### src/rtl/f3_offset_ram.sv
// f3_offset_ram
//   Offset store behind the GPU's RAM command interface. Keeps one wrapping
//   shift offset per tile row and per tile column of a 2**POS_W square grid.
//   It executes single-cycle shift commands and multi-cycle clears. It also
//   answers combinational offset lookups for the pixel mapper.
//
// Optional feature macro: MOVE_COUNT_EN
//   When defined, move_count counts accepted shifts and saturates at its top
//   value. It is zeroed whenever a clear starts.
//   When undefined, move_count is tied to 0.
//
// Ports
//   sysclk               system clock, all state on posedge
//   rst_n                asynchronous active-low reset
//   ram_write            one-cycle shift command strobe
//   ram_write_pos        row (horizontal=1) or column (horizontal=0) index
//   ram_write_horizontal 1: shift a row, 0: shift a column
//   ram_write_increase   1: offset+1, 0: offset-1 (wrapping)
//   ram_reset            level request to clear every offset
//   offset_pos_x         column index to look up
//   offset_pos_y         row index to look up
//   offset_x             stored offset of column offset_pos_x
//   offset_y             stored offset of row offset_pos_y
//   ram_busy             high while the clear sweep runs; writes are dropped
//   move_count           accepted shifts since the last clear
module f3_offset_ram #(
  parameter int POS_W = 4,
  parameter int CNT_W = 16
) (
  input  logic             sysclk,
  input  logic             rst_n,
  input  logic             ram_write,
  input  logic [POS_W-1:0] ram_write_pos,
  input  logic             ram_write_horizontal,
  input  logic             ram_write_increase,
  input  logic             ram_reset,
  input  logic [POS_W-1:0] offset_pos_x,
  input  logic [POS_W-1:0] offset_pos_y,
  output logic [POS_W-1:0] offset_x,
  output logic [POS_W-1:0] offset_y,
  output logic             ram_busy,
  output logic [CNT_W-1:0] move_count
);

  localparam int DEPTH = 1 << POS_W;
  localparam logic [POS_W-1:0] LAST_IDX = POS_W'(DEPTH - 1);

  typedef enum logic {IDLE, CLEAR} state_t;

  state_t           state_reg, state_next;
  logic [POS_W-1:0] clr_idx_reg, clr_idx_next;
  logic             accept;

  logic [POS_W-1:0] row_off_reg  [DEPTH];
  logic [POS_W-1:0] col_off_reg  [DEPTH];
  logic [POS_W-1:0] row_off_next [DEPTH];
  logic [POS_W-1:0] col_off_next [DEPTH];

  // Control: the clear request always beats a simultaneous shift strobe.
  always_comb begin
    state_next   = state_reg;
    clr_idx_next = clr_idx_reg;
    accept       = 1'b0;
    case (state_reg)
      IDLE: begin
        if (ram_reset) begin
          state_next   = CLEAR;
          clr_idx_next = '0;
        end else begin
          accept = ram_write;
        end
      end
      CLEAR: begin
        // Natural wrap lets a held ram_reset restart the sweep from entry 0.
        clr_idx_next = clr_idx_reg + POS_W'(1);
        if (clr_idx_reg == LAST_IDX && !ram_reset) begin
          state_next = IDLE;
        end
      end
      default: state_next = IDLE;
    endcase
  end

  // Per-entry next values: clear sweep first, otherwise the addressed shift.
  always_comb begin
    for (int i = 0; i < DEPTH; i++) begin
      row_off_next[i] = row_off_reg[i];
      col_off_next[i] = col_off_reg[i];
      if (state_reg == CLEAR && clr_idx_reg == POS_W'(i)) begin
        row_off_next[i] = '0;
        col_off_next[i] = '0;
      end else if (accept && ram_write_pos == POS_W'(i)) begin
        if (ram_write_horizontal) begin
          row_off_next[i] = ram_write_increase ? row_off_reg[i] + POS_W'(1)
                                               : row_off_reg[i] - POS_W'(1);
        end else begin
          col_off_next[i] = ram_write_increase ? col_off_reg[i] + POS_W'(1)
                                               : col_off_reg[i] - POS_W'(1);
        end
      end
    end
  end

  always_ff @(posedge sysclk or negedge rst_n) begin
    if (!rst_n) begin
      state_reg   <= IDLE;
      clr_idx_reg <= '0;
      for (int i = 0; i < DEPTH; i++) begin
        row_off_reg[i] <= '0;
        col_off_reg[i] <= '0;
      end
    end else begin
      state_reg   <= state_next;
      clr_idx_reg <= clr_idx_next;
      for (int i = 0; i < DEPTH; i++) begin
        row_off_reg[i] <= row_off_next[i];
        col_off_reg[i] <= col_off_next[i];
      end
    end
  end

  assign ram_busy = (state_reg == CLEAR);
  assign offset_x = col_off_reg[offset_pos_x];
  assign offset_y = row_off_reg[offset_pos_y];

`ifdef MOVE_COUNT_EN
  logic [CNT_W-1:0] move_count_reg;

  always_ff @(posedge sysclk or negedge rst_n) begin
    if (!rst_n) begin
      move_count_reg <= '0;
    end else if (state_reg == IDLE && ram_reset) begin
      move_count_reg <= '0;
    end else if (accept && move_count_reg != '1) begin
      move_count_reg <= move_count_reg + CNT_W'(1);
    end
  end

  assign move_count = move_count_reg;
`else
  assign move_count = '0;
`endif

endmodule

### config.mk
export PLATFORM = sky130hd
export DESIGN_NAME = f3_offset_ram
export DESIGN_NICKNAME = d
export VERILOG_FILES = /design/src/rtl/f3_offset_ram.sv
export SDC_FILE = /design/constraint.sdc
export NUM_CORES = 1
export LEC_CHECK = 0
export ABC_CLOCK_PERIOD_IN_PS = 2300
export BUFFER_PORTS_ARGS = -buffer_cell sky130_fd_sc_hd__buf_2
export CORE_ASPECT_RATIO = 0.6
export CORE_MARGIN = 4
export CORE_UTILIZATION = 50
export CTS_CLUSTER_DIAMETER = 50
export CTS_CLUSTER_SIZE = 10
export DETAILED_ROUTE_END_ITERATION = 12
export GPL_TIMING_DRIVEN = 0
export PLACE_DENSITY = 0.73
export SETUP_SLACK_MARGIN = 0.02
export SLEW_MARGIN = 20
export SYNTH_ARGS = -nofsm -noshare
export SYNTH_HDL_FRONTEND = slang
export SYNTH_SLANG_ARGS = --single-unit
### constraint.sdc
create_clock -name sysclk -period 2.3 [get_ports sysclk]
set_input_delay 0.46 -clock sysclk [delete_from_list [all_inputs] [get_ports sysclk]]
set_output_delay 0.46 -clock sysclk [all_outputs]
set_load 0.02 [all_outputs]
# Word level (Yosys, flattened, before mapping)
# Cells that the tools add are included.
# word_totals
word_cells,392
in_bits,18
out_inout_bits,25
ff_bits,133
# classes
mux,141
magnitude_cmp,2
n_eq_ne,47
reduce_logical,100
bitwise,3
addsub,65
# ops
operator,n
4-bit two-way mux,133
4-bit by 1-bit adder with 4-bit output (second input constant),33
4-bit by 1-bit subtractor with 4-bit output (second input constant),32
4-bit equality test (second input constant),16
2-bit AND reduction,32
2-bit nonzero test,32
1-bit logical AND,33
4-bit binary-select mux with 4-bit select,2
4-bit by 3-bit equality test with 1-bit output (second input constant),8
2-bit by 1-bit inequality test with 1-bit output (second input constant),16
4-bit by 2-bit equality test with 1-bit output (second input constant),4
5-bit >= comparator (second input constant),2
4-bit NOT with 5-bit output,2
4-bit by 1-bit equality test with 1-bit output (second input constant),2
4-bit logical NOT,2
4-bit one-hot mux with 2 select lines,1
1-bit two-way mux,4
2-bit inequality test (second input constant),1
1-bit one-hot mux with 2 select lines,1
1-bit logical NOT,1
1-bit NOT,1

# Longest topological paths before layout
# Gate-level depths: netlist of run 1.
# logic_depth
ltp_word,5
mapped_depth,9
mapped_depth_nobuf,6

# Least setup slack after synthesis of run 1
# OpenSTA, ideal clock, no wires.
# synth_timing
path_type,input port to flip-flop
startpoint,input ram_write_increase
endpoint,register col_off_reg[59] (netlist name)
path_buffers,3
t_required_ns,2.213
setup_slack_ns,-0.911
setup_ns,0.087
stages,9
arrival_ns,3.125
cell_sequence,buf_2 inv_2 clkbuf_1 buf_2 ha_1 or2_2 and3_1 or2_2 o211ai_1
# synth_between
elab_chain_len,4
# synth_rtl
item,line,source
from (decl),35,"input logic ram_write_increase,"
4-bit two-way mux,97,col_off_next[i] = ram_write_increase ? col_off_reg[i] + POS_W'(1)
4-bit two-way mux,93,if (ram_write_horizontal) begin
4-bit two-way mux,92,end else if (accept && ram_write_pos == POS_W'(i)) begin
4-bit two-way mux,89,if (state_reg == CLEAR && clr_idx_reg == POS_W'(i)) begin
"to (signal, indexed assignment)",117,col_off_reg[i] <= col_off_next[i];
to (decl),55,logic [POS_W-1:0] col_off_reg [DEPTH];
# No other way between the ends. The select of a mux whose other input is x is not followed.
# A chain may end at the register's enable or synchronous reset.

# Worst setup path after layout of run 1
# layout_timing
startpoint,register col_off_reg[25] (netlist name)
endpoint,output offset_x[1]
# layout_between
elab_chain_len,3
# layout_rtl
item,line,source
4-bit binary-select mux with 4-bit select,123,assign offset_x = col_off_reg[offset_pos_x];
4-bit two-way mux (not written as such) (2 in a row),123,
to (decl),39,"output logic [POS_W-1:0] offset_x,"
# No other way between the ends. The select of a mux whose other input is x is not followed.

==> results of run 1 <==
[where the power goes]
part / switching, mW / leakage (nW) / internal (mW)
logic: 1.18 / 2.97 / 0.750
clock network: 1.15 / 0.279 / 1.63
registers: 0.266 / 1.83 / 2.56
total: 2.60 / 5.08 / 4.94
[critical path: cells and delay by family, from the launching register on]
family	cells	cell delay, ns
mux	1	0.53
buf+inv	1	0.14
simple gates	1	0.10
compound gates	1	0.25
flops	1	0.42
[metrics by stage]
stage          cells  hold slack (ns)
3_5_place_dp    1320            0.418
6_report        1392            0.469
4_1_cts         1374            0.497
5_1_grt         1392            0.499
2_1_floorplan   1030            0.164
3_3_place_gp    1318            0.504
[timing repair]
action,CTS,global route
endpoints found under the hold margin,56,0
resized for setup,42,17
setup endpoints to repair,37,40
pin swaps,9,3
setup buffers,20,17
gates cloned,1,1
hold buffers,1,0
[synthesized netlist by cell type (all sizes together) (26+ instances only)]
master	count	area share [%]
a211oi	31	2.4
a21oi	26	1.3
buf	36	2.2
dfrtp	133	34
fa	32	6.5
ha	68	8.6
inv	79	3.0
mux4	32	7.3
nand2	112	4.2
nand3	60	3.0
nor2	29	1.1
o21ai	104	5.3
xor2	36	3.2
[layout make-up]
class	count	share of cell area [%]
repair buffers	64	4.68
multi-input cells	766	53.5
well taps	266	2.81
plain buffers	52	3.32
flip-flops and latches	133	28.2
inverters	79	2.55
clock inverters	14	1.29
clock buffers	18	3.71
[worst max-delay path by stage]
stage                     slack [ns]                          end
after floorplan                 0.03  row_off_reg[23]$_DFFE_PN0P_
after global placement         -1.46   col_off_reg[7]$_DFFE_PN0P_
after detailed placement       -0.72                  offset_y[2]
after CTS                      -0.03                  offset_x[1]
after global routing           -0.07                  offset_y[1]
final                          -0.03                  offset_x[1]
[logic make-up (layout without fill, tap and decap cells)]
group	Yosys count	in the layout	synth area share, %
AOI/OAI and AO/OA	266	266	17.5
xor gates and xnor gates	44	44	3.89
adders and majority gates	100	100	15.0
buffers and inverters	131	227	5.83
DFF	133	133	33.6
muxes	32	32	7.27
other	1	16	0.0378
and+or+nand+nor	308	308	16.9
[layer usage]
metal	part of all wire (%)	vias to the layer above	GRT usage (%)
met4	0.80	0	4.91
met3	9.3	19	6.85
met1	47	4303	40.0
li1	-	3888	-
met2	43	382	39.2
met5	0	-	0
==> metrics.txt, run 1 <==
result of the run finished, violations left; launching element of the worst setup path col_off_reg[25]$_DFFE_PN0P_; startpoint of the worst hold path ram_write_increase; highest clock rate 0.429 GHz; vias per cell slightly above 6; area of the multi-input gates between 6000 and 7000 µm²; shortest period the worst path allows between 2 and 2.5 ns; Pleak 5.08 nW; final number of setup-violating endpoints 2; quantity of I/O buffers inserted on ports 22; Die Footprint 22200 µm²; ratio of total power to cell area between 600 and 700 nW/µm²; Min-Delay Path Class in2reg; filler instances 1582; number of library cell types mapped by synthesis 62; antenna violations before repair 0; clock tree from TritonCTS yes; type of the worst setup path reg2out; dpl cell area 10700 µm²; cell count after synthesis a little over 1000; most used flip-flop cell after synthesis sky130_fd_sc_hd__dfrtp_1; Worst EP required 1.84 ns; share of final-layout standard cells stronger than drive strength 1 between 20% and 30%; most common cell after layout, fill and taps aside sky130_fd_sc_hd__dfrtp_1; clk_lat worst skew 0.43 ns; async set-reset flop share out of synthesis 100%; detailed-router iteration count before antenna repair 5; Worst R2R Start clr_idx_reg[0]$_DFFE_PN0P_; all-layer global routing usage a little over a quarter; reg-to-reg slack, setup 0.15 ns; core outline area approximately 19000 µm²; Crit. End Element output port; largest net degree at the start of global routing 78; HPWL Detailed 20700 µm; count of endpoints failing hold in the final timing report 0; worst voltage drop across the vdd grid 0.628 mV; overall power consumption roughly 7.5 mW; portion of the clock cycle consumed by the worst path in the final layout 101%; Die Y-Extent 117 µm; FF+latch area 3330 µm²; CTS Buffer Depth 2; setup repair after global routing missed its margin true; violations in the final reports setup timing; ANT cells 0; count of flip-flops with a built-in enable after synthesis 0; area of the mapped netlist between 9000 and 10000 µm²; post-CTS clock slew at the launch and capture registers of the worst setup and hold paths around 0.06 ns; maximum fanout count along the critical path 3; number of maximum-capacitance constraint violations 0; Setup Total Neg Slack -0.0351 ns; DRC violations left 0; cell count of the worst hold path 3; Remaining Overflow, GRT 0; destination of the worst hold path row_off_reg[21]$_DFFE_PN0P_; number of cells on the worst reg-to-reg path 6; final cell utilization of the core about 62%; via count between 8000 and 9000; Core Rows 39; number of register bits inferred by synthesis ~130; share of synthesized area occupied by flip-flops and latches about a third; area added between synthesis and finish 19.5%; H-tree depth 4; number of clock sinks between 100 and 150; net count of the finished layout 1231; Clk Tree Root Cell sky130_fd_sc_hd__clkbuf_16; worst setup slack after layout -0.0286 ns; count of warnings emitted by yosys 0; Least-Margin Pin Slew roughly 0.82 ns; slowest stage delay, CP about 0.53 ns; most frequent cells in the layout sky130_fd_sc_hd__dfrtp_1 (128), sky130_fd_sc_hd__nand2_1 (112), sky130_fd_sc_hd__o21ai_0 (104), sky130_fd_sc_hd__inv_1 (78), sky130_fd_sc_hd__nand3_1 (60); DRT Wirelength between 20000 and 30000 µm; TritonCTS buffer count 17; count of pins on the block boundary 43; syn avg cell area approximately 10 µm²; starting utilization of the core area between 50 and 60%; worst clock skew about 0.010 ns; crit path DAT 1.87 ns; Slew headroom 44.8%; final weighted congestion of routability-driven global placement 0.881; total non-filler cell area in the finished layout between 10000 and 15000 µm²; number of global-route vias before repair a little over 8000; detailed-route wire length per cell 20.8 µm; drt first-iter violations 900; Critical Path Slowest Stage Cell sky130_fd_sc_hd__mux4_2; critical path cell sequence mux4_2, a22oi_2, nand2_1, buf_6; antenna-violating nets left 0; crit start category flop; final number of max-transition violations 0; horizontal die dimension 190 µm; global-route wire length before repair 45800 µm; Setup WS pre-CTS -0.718 ns; reg2reg end row_off_reg[63]$_DFFE_PN0P_
Power figures use the tool's default switching activity.
==> run 2, diff against run 1 <==
--- a/config.mk
+++ b/config.mk
@@ -7,7 +7,6 @@
 export LEC_CHECK = 0
 export ABC_CLOCK_PERIOD_IN_PS = 2300
 export BUFFER_PORTS_ARGS = -buffer_cell sky130_fd_sc_hd__buf_2
-export CORE_ASPECT_RATIO = 0.6
 export CORE_MARGIN = 4
 export CORE_UTILIZATION = 50
 export CTS_CLUSTER_DIAMETER = 50
@@ -15,6 +14,7 @@
 export DETAILED_ROUTE_END_ITERATION = 12
 export GPL_TIMING_DRIVEN = 0
 export PLACE_DENSITY = 0.73
+export REMOVE_ABC_BUFFERS = 1
 export SETUP_SLACK_MARGIN = 0.02
 export SLEW_MARGIN = 20
 export SYNTH_ARGS = -nofsm -noshare
==> constraint.sdc (replaced) <==
create_clock -name sysclk -period 2.3 [get_ports sysclk]
set_input_delay 0.115 -clock sysclk [delete_from_list [all_inputs] [get_ports sysclk]]
set_output_delay 0.115 -clock sysclk [all_outputs]
set_load 0.02 [all_outputs]
==> metrics.txt, run 2 (synthesis gave the netlist of run 1 again) <==
result of the run completed; starting utilization of the core area 50.9%; all-layer global routing usage about 22%; Core Rows 51; Die Y-Extent 149 µm; final number of setup-violating endpoints 0; antenna violations before repair 0; reg-to-reg slack, setup about 0.13 ns; number of cells on the worst reg-to-reg path 4; horizontal die dimension around 150 µm; H-tree depth 4; ratio of total power to cell area 659 nW/µm²; type of the worst setup path reg2reg; TritonCTS buffer count 17; Worst R2R Start ram_busy$_DFF_PN0_; final weighted congestion of routability-driven global placement around 0.82; shortest period the worst path allows 2.17 ns; final number of max-transition violations 0; Crit. End Element flop; clk_lat worst skew around 0.42 ns; Worst EP required 2.60 ns; net count of the finished layout between 1000 and 1500; crit path DAT roughly 2.5 ns; ANT cells 0; launching element of the worst setup path ram_busy$_DFF_PN0_; slowest stage delay, CP roughly 0.76 ns; largest net degree at the start of global routing 79; Setup WS pre-CTS -0.579 ns; DRT Wirelength approximately 23000 µm; most common cell after layout, fill and taps aside sky130_fd_sc_hd__dfrtp_1; Remaining Overflow, GRT 0; worst voltage drop across the vdd grid 0.478 mV; vias per cell about 6; share of final-layout standard cells stronger than drive strength 1 between 10% and 20%; Slew headroom between 40% and 50%; reg2reg end col_off_reg[7]$_DFFE_PN0P_; area added between synthesis and finish 10.7%; highest clock rate around 0.46 GHz; drt first-iter violations 620; critical path cell sequence or4b_1, a2111oi_0, a41o_1, nor4_1; number of clock sinks about 130; final cell utilization of the core 56.4%; global-route wire length before repair slightly below 40000 µm; Min-Delay Path Class in2reg; worst setup slack after layout about 0.13 ns; crit start category flop; quantity of I/O buffers inserted on ports 26; most frequent cells in the layout sky130_fd_sc_hd__dfrtp_1 (132), sky130_fd_sc_hd__nand2_1 (112), sky130_fd_sc_hd__o21ai_0 (104), sky130_fd_sc_hd__inv_1 (78), sky130_fd_sc_hd__ha_1 (68); worst clock skew ~0.008 ns; Pleak 4.74 nW; setup repair after global routing missed its margin false; clock tree from TritonCTS yes; number of global-route vias before repair between 7000 and 8000; Critical Path Slowest Stage Cell sky130_fd_sc_hd__or4b_1; number of maximum-capacitance constraint violations 0; via count just under 8000; count of endpoints failing hold in the final timing report 0; detailed-router iteration count before antenna repair 5; filler instances 1685; Die Footprint around 22000 µm²; Worst Setup EP col_off_reg[7]$_DFFE_PN0P_; DRC violations left 0; Least-Margin Pin Slew slightly below 0.8 ns; count of pins on the block boundary 43; HPWL Detailed 16800 µm; portion of the clock cycle consumed by the worst path in the final layout roughly 94%; CTS Buffer Depth 2; detailed-route wire length per cell 17.7 µm; post-CTS clock slew at the launch and capture registers of the worst setup and hold paths about 0.060 ns; antenna-violating nets left 0; Clk Tree Root Cell sky130_fd_sc_hd__clkbuf_16; core outline area just under 20000 µm²; cell count of the worst hold path 2; maximum fanout count along the critical path 35; Setup Total Neg Slack 0 ns
run 2: metal layers:
| metal | wire [µm] | vias to the layer above | GRT usage, % |
|---|---|---|---|
| li1 | - | 3734 | - |
| met1 | 10800 | 3891 | 31.0 |
| met2 | 11000 | 175 | 35.2 |
| met3 | 891 | 41 | 3.77 |
| met4 | 563 | 0 | 7.55 |
| met5 | 0 | - | 0 |
run 2: worst min-delay path by stage:
stage	startpoint	end	slack, ns
after floorplan	rst_n	clr_idx_reg[0]$_DFFE_PN0P_	-0.18
after global placement	row_off_reg[14]$_DFFE_PN0P_	row_off_reg[14]$_DFFE_PN0P_	0.50
after detailed placement	rst_n	col_off_reg[53]$_DFFE_PN0P_	0.08
after CTS	ram_reset	clr_idx_reg[3]$_DFFE_PN0P_	0.14
after global routing	ram_reset	ram_busy$_DFF_PN0_	0.17
final	ram_reset	clr_idx_reg[3]$_DFFE_PN0P_	0.16
run 2: power breakdown:
part           total, mW  switching, mW  internal (mW)
Sequential          2.88          0.328           2.56
Combinational       1.60          0.966          0.631
Clock               2.75           1.05           1.70
run 2: timing repair:
action	4_1_cts	5_1_grt
setup endpoints to repair	73	15
hold endpoints to repair	55	0
pin swaps	3	1
resized for setup	3	3
hold buffers	1	0
buffers inserted	5	3
run 2: final cells by class:
type,instances,area [µm²],area share (%)
repair buffers,38,292,2.66
flip-flops and latches,133,3330,30.4
clock inverters,10,103,0.935
inverters,79,299,2.73
well taps,265,332,3.02
clock buffers,22,484,4.41
multi-input cells,766,6130,55.9
run 2: critical path: cells and delay by family (launching register included):
| family | cells | cell delay, ns |
|---|---|---|
| DFF | 1 | 0.64 |
| and+or+nand+nor | 2 | 0.81 |
| AOI/OAI and AO/OA | 2 | 0.59 |
run 2: metrics by stage:
step	total power [mW]	instances	instance area, µm²	hold slack (ns)
global placement	4.38	1269	10100	0.497
floorplan	3.89	978	9690	-0.181
detailed placement	4.48	1272	10300	0.0795
finish	7.23	1313	11000	0.161
CTS	7.24	1310	10900	0.138
global route	7.59	1313	11000	0.172
==> run 3, diff against run 2 <==
--- a/config.mk
+++ b/config.mk
@@ -5,7 +5,6 @@
 export SDC_FILE = /design/constraint.sdc
 export NUM_CORES = 1
 export LEC_CHECK = 0
-export ABC_CLOCK_PERIOD_IN_PS = 2300
 export BUFFER_PORTS_ARGS = -buffer_cell sky130_fd_sc_hd__buf_2
 export CORE_MARGIN = 4
 export CORE_UTILIZATION = 50
@@ -15,7 +14,7 @@
 export GPL_TIMING_DRIVEN = 0
 export PLACE_DENSITY = 0.73
 export REMOVE_ABC_BUFFERS = 1
-export SETUP_SLACK_MARGIN = 0.02
+export SETUP_SLACK_MARGIN = 0.5
 export SLEW_MARGIN = 20
 export SYNTH_ARGS = -nofsm -noshare
 export SYNTH_HDL_FRONTEND = slang
==> constraint.sdc (replaced) <==
create_clock -name sysclk -period 2.1 [get_ports sysclk]
set_input_delay 0.105 -clock sysclk [delete_from_list [all_inputs] [get_ports sysclk]]
set_output_delay 0.105 -clock sysclk [all_outputs]
set_load 0.02 [all_outputs]
==> metrics.txt, run 3 (synthesis gave the netlist of run 1 again) <==
via count roughly 9600; antenna-violating nets left 0; ratio of total power to cell area about 660 nW/µm²; share of final-layout standard cells stronger than drive strength 1 42.4%; count of pins on the block boundary 43; horizontal die dimension 149 µm; Slew headroom between 6 and 7%; all-layer global routing usage between 20% and 30%; Min-Delay Path Class in2async; Die Y-Extent between 100 and 150 µm; filler instances ~1200; maximum fanout count along the critical path 7; worst clock skew between 0.009 and 0.01 ns; Least-Margin Pin Slew about 1.4 ns; TritonCTS buffer count 17; number of clock sinks between 100 and 150; CTS Buffer Depth 2; quantity of I/O buffers inserted on ports 26; met1 track demand over resource in global routing 33.7%; met2 track demand over resource in global routing roughly 44%; Core Rows between 50 and 60; antenna violations before repair 0; Worst EP required ~2.4 ns; starting utilization of the core area slightly above 50%; type of the worst setup path reg2reg; DRC violations left 0; most common cell after layout, fill and taps aside sky130_fd_sc_hd__dfrtp_1; worst voltage drop across the vdd grid slightly below 0.6 mV; setup repair after global routing missed its margin true; clk_lat worst skew 0.44 ns; number of maximum-capacitance constraint violations 0; core outline area roughly 19000 µm²; largest net degree at the start of global routing between 70 and 80; drt first-iter violations around 1100; Die Footprint between 20000 and 25000 µm²; Pleak roughly 6.0 nW; met3 track demand over resource between 4 and 5%; ANT cells 0; final number of max-transition violations 0; crit start category flop; worst setup slack after layout between 0.1 and 0.15 ns; post-route insts no fill roughly 1500; vias per cell roughly 6.5; clock tree from TritonCTS yes; highest clock rate between 0.5 and 0.6 GHz; global route hottest layer met2; overall power consumption between 9 and 10 mW; post-CTS clock slew at the launch and capture registers of the worst setup and hold paths 0.06 ns; result of the run completed; shortest period the worst path allows a little under 2 ns; placed cell count about 1300; detailed-router iteration count before antenna repair 8; count of endpoints failing hold in the final timing report 0; area added between synthesis and finish 41.3%; Clk Tree Root Cell sky130_fd_sc_hd__clkbuf_16; Setup WS pre-CTS -0.779 ns; Remaining Overflow, GRT 0; global-route wire length before repair approximately 46000 µm; final number of setup-violating endpoints 0; portion of the clock cycle consumed by the worst path in the final layout 93.0%; H-tree depth 4; total non-filler cell area in the finished layout 14000 µm²; number of global-route vias before repair ~9000; final weighted congestion of routability-driven global placement between 0.8 and 0.9; DRT Wirelength about 34000 µm; most frequent cells in the layout sky130_fd_sc_hd__dfrtp_1 (125), sky130_fd_sc_hd__buf_4 (106), sky130_fd_sc_hd__nand2_1 (77), sky130_fd_sc_hd__inv_1 (76), sky130_fd_sc_hd__buf_6 (59); Crit. End Element flop; worst slack on hold paths 0.178 ns; net count of the finished layout ~1300; detailed-route wire length per cell 23.2 µm; crit path DAT approximately 2.3 ns; dpl cell area around 10000 µm²; HPWL Detailed 16800 µm
==> run 3: changes by cell type in the layout (fill, tap and decap cells not counted), moves of 20 or more <==
cell,delta
sky130_fd_sc_hd__nand3_1,-26
sky130_fd_sc_hd__nand3_2,+24
sky130_fd_sc_hd__o21ai_2,+26
sky130_fd_sc_hd__nand2_1,-35
sky130_fd_sc_hd__ha_1,-22
sky130_fd_sc_hd__o21ai_1,+46
sky130_fd_sc_hd__buf_6,+58
sky130_fd_sc_hd__a211oi_1,-21
sky130_fd_sc_hd__ha_4,+20
sky130_fd_sc_hd__buf_4,+98
sky130_fd_sc_hd__o21ai_0,-72
==> run 3: critical path: stages (launching register included) <==
cell	delay, ns
sky130_fd_sc_hd__dfrtp_4	0.54
sky130_fd_sc_hd__buf_6	0.14
sky130_fd_sc_hd__or3_4	0.40
sky130_fd_sc_hd__nor3_1	0.40
sky130_fd_sc_hd__a31oi_1	0.19
sky130_fd_sc_hd__o21bai_1	0.19
==> run 3: where the power goes <==
| group | internal, mW | total, mW | leakage (nW) | switching, mW |
|---|---|---|---|---|
| clock network | 1.86 | 3.07 | 0.295 | 1.21 |
| registers | 2.81 | 3.21 | 1.83 | 0.396 |
| logic | 1.31 | 2.98 | 3.88 | 1.68 |
| total | 5.98 | 9.26 | 6.00 | 3.28 |
==> run 3: cell type report <==
| class | instances | area (µm²) | share of cell area [%] |
|---|---|---|---|
| Timing Repair Buffer | 199 | 1880 | 13.4 |
| Tap cell | 265 | 332 | 2.37 |
| Sequential cell | 133 | 3340 | 23.9 |
| Multi-Input combinational cell | 766 | 7550 | 53.9 |
| Clock buffer | 22 | 484 | 3.46 |
| Clock inverter | 10 | 103 | 0.733 |
| Inverter | 79 | 312 | 2.22 |
==> run 3: metal layers <==
metal | routed length (µm) | vias up
met3 | 2380 | 195
met1 | 12900 | 4807
met4 | 2140 | 0
met5 | 0 | -
li1 | - | 4056
met2 | 16800 | 584
==> run 3: final timing paths <==
path | startpoint | to | slack (ns) | cells past startpoint
worst max-delay path | ram_busy$_DFF_PN0_ | row_off_reg[27]$_DFFE_PN0P_ | 0.15 | 5
worst min-delay path | rst_n | col_off_reg[53]$_DFFE_PN0P_ | 0.18 | 2
worst max register to register | ram_busy$_DFF_PN0_ | row_off_reg[27]$_DFFE_PN0P_ | 0.15 | 5
worst min register to register | col_off_reg[36]$_DFFE_PN0P_ | col_off_reg[36]$_DFFE_PN0P_ | 0.51 | 1
max in group asynchronous | rst_n | clr_idx_reg[2]$_DFFE_PN0P_ | 1.16 | 3
min in group sysclk | ram_reset | ram_busy$_DFF_PN0_ | 0.20 | 2
==> run 3: per-stage QoR <==
stage	utilization, %	TNS (ns)
floorplan	-	-5.02
global placement	52.1	-320.82
detailed placement	52.8	-32.24
CTS	65.5	0
global route	72.0	0
finish	72.0	0
==> run 3: repair_timing <==
action / in CTS / in global routing
gates cloned: 2 / 1
hold buffers: 1 / 0
setup endpoints to repair: 137 / 129
setup buffers: 112 / 53
pin swaps: 96 / 92
hold endpoints to repair: 55 / 0
gates resized for setup: 247 / 203
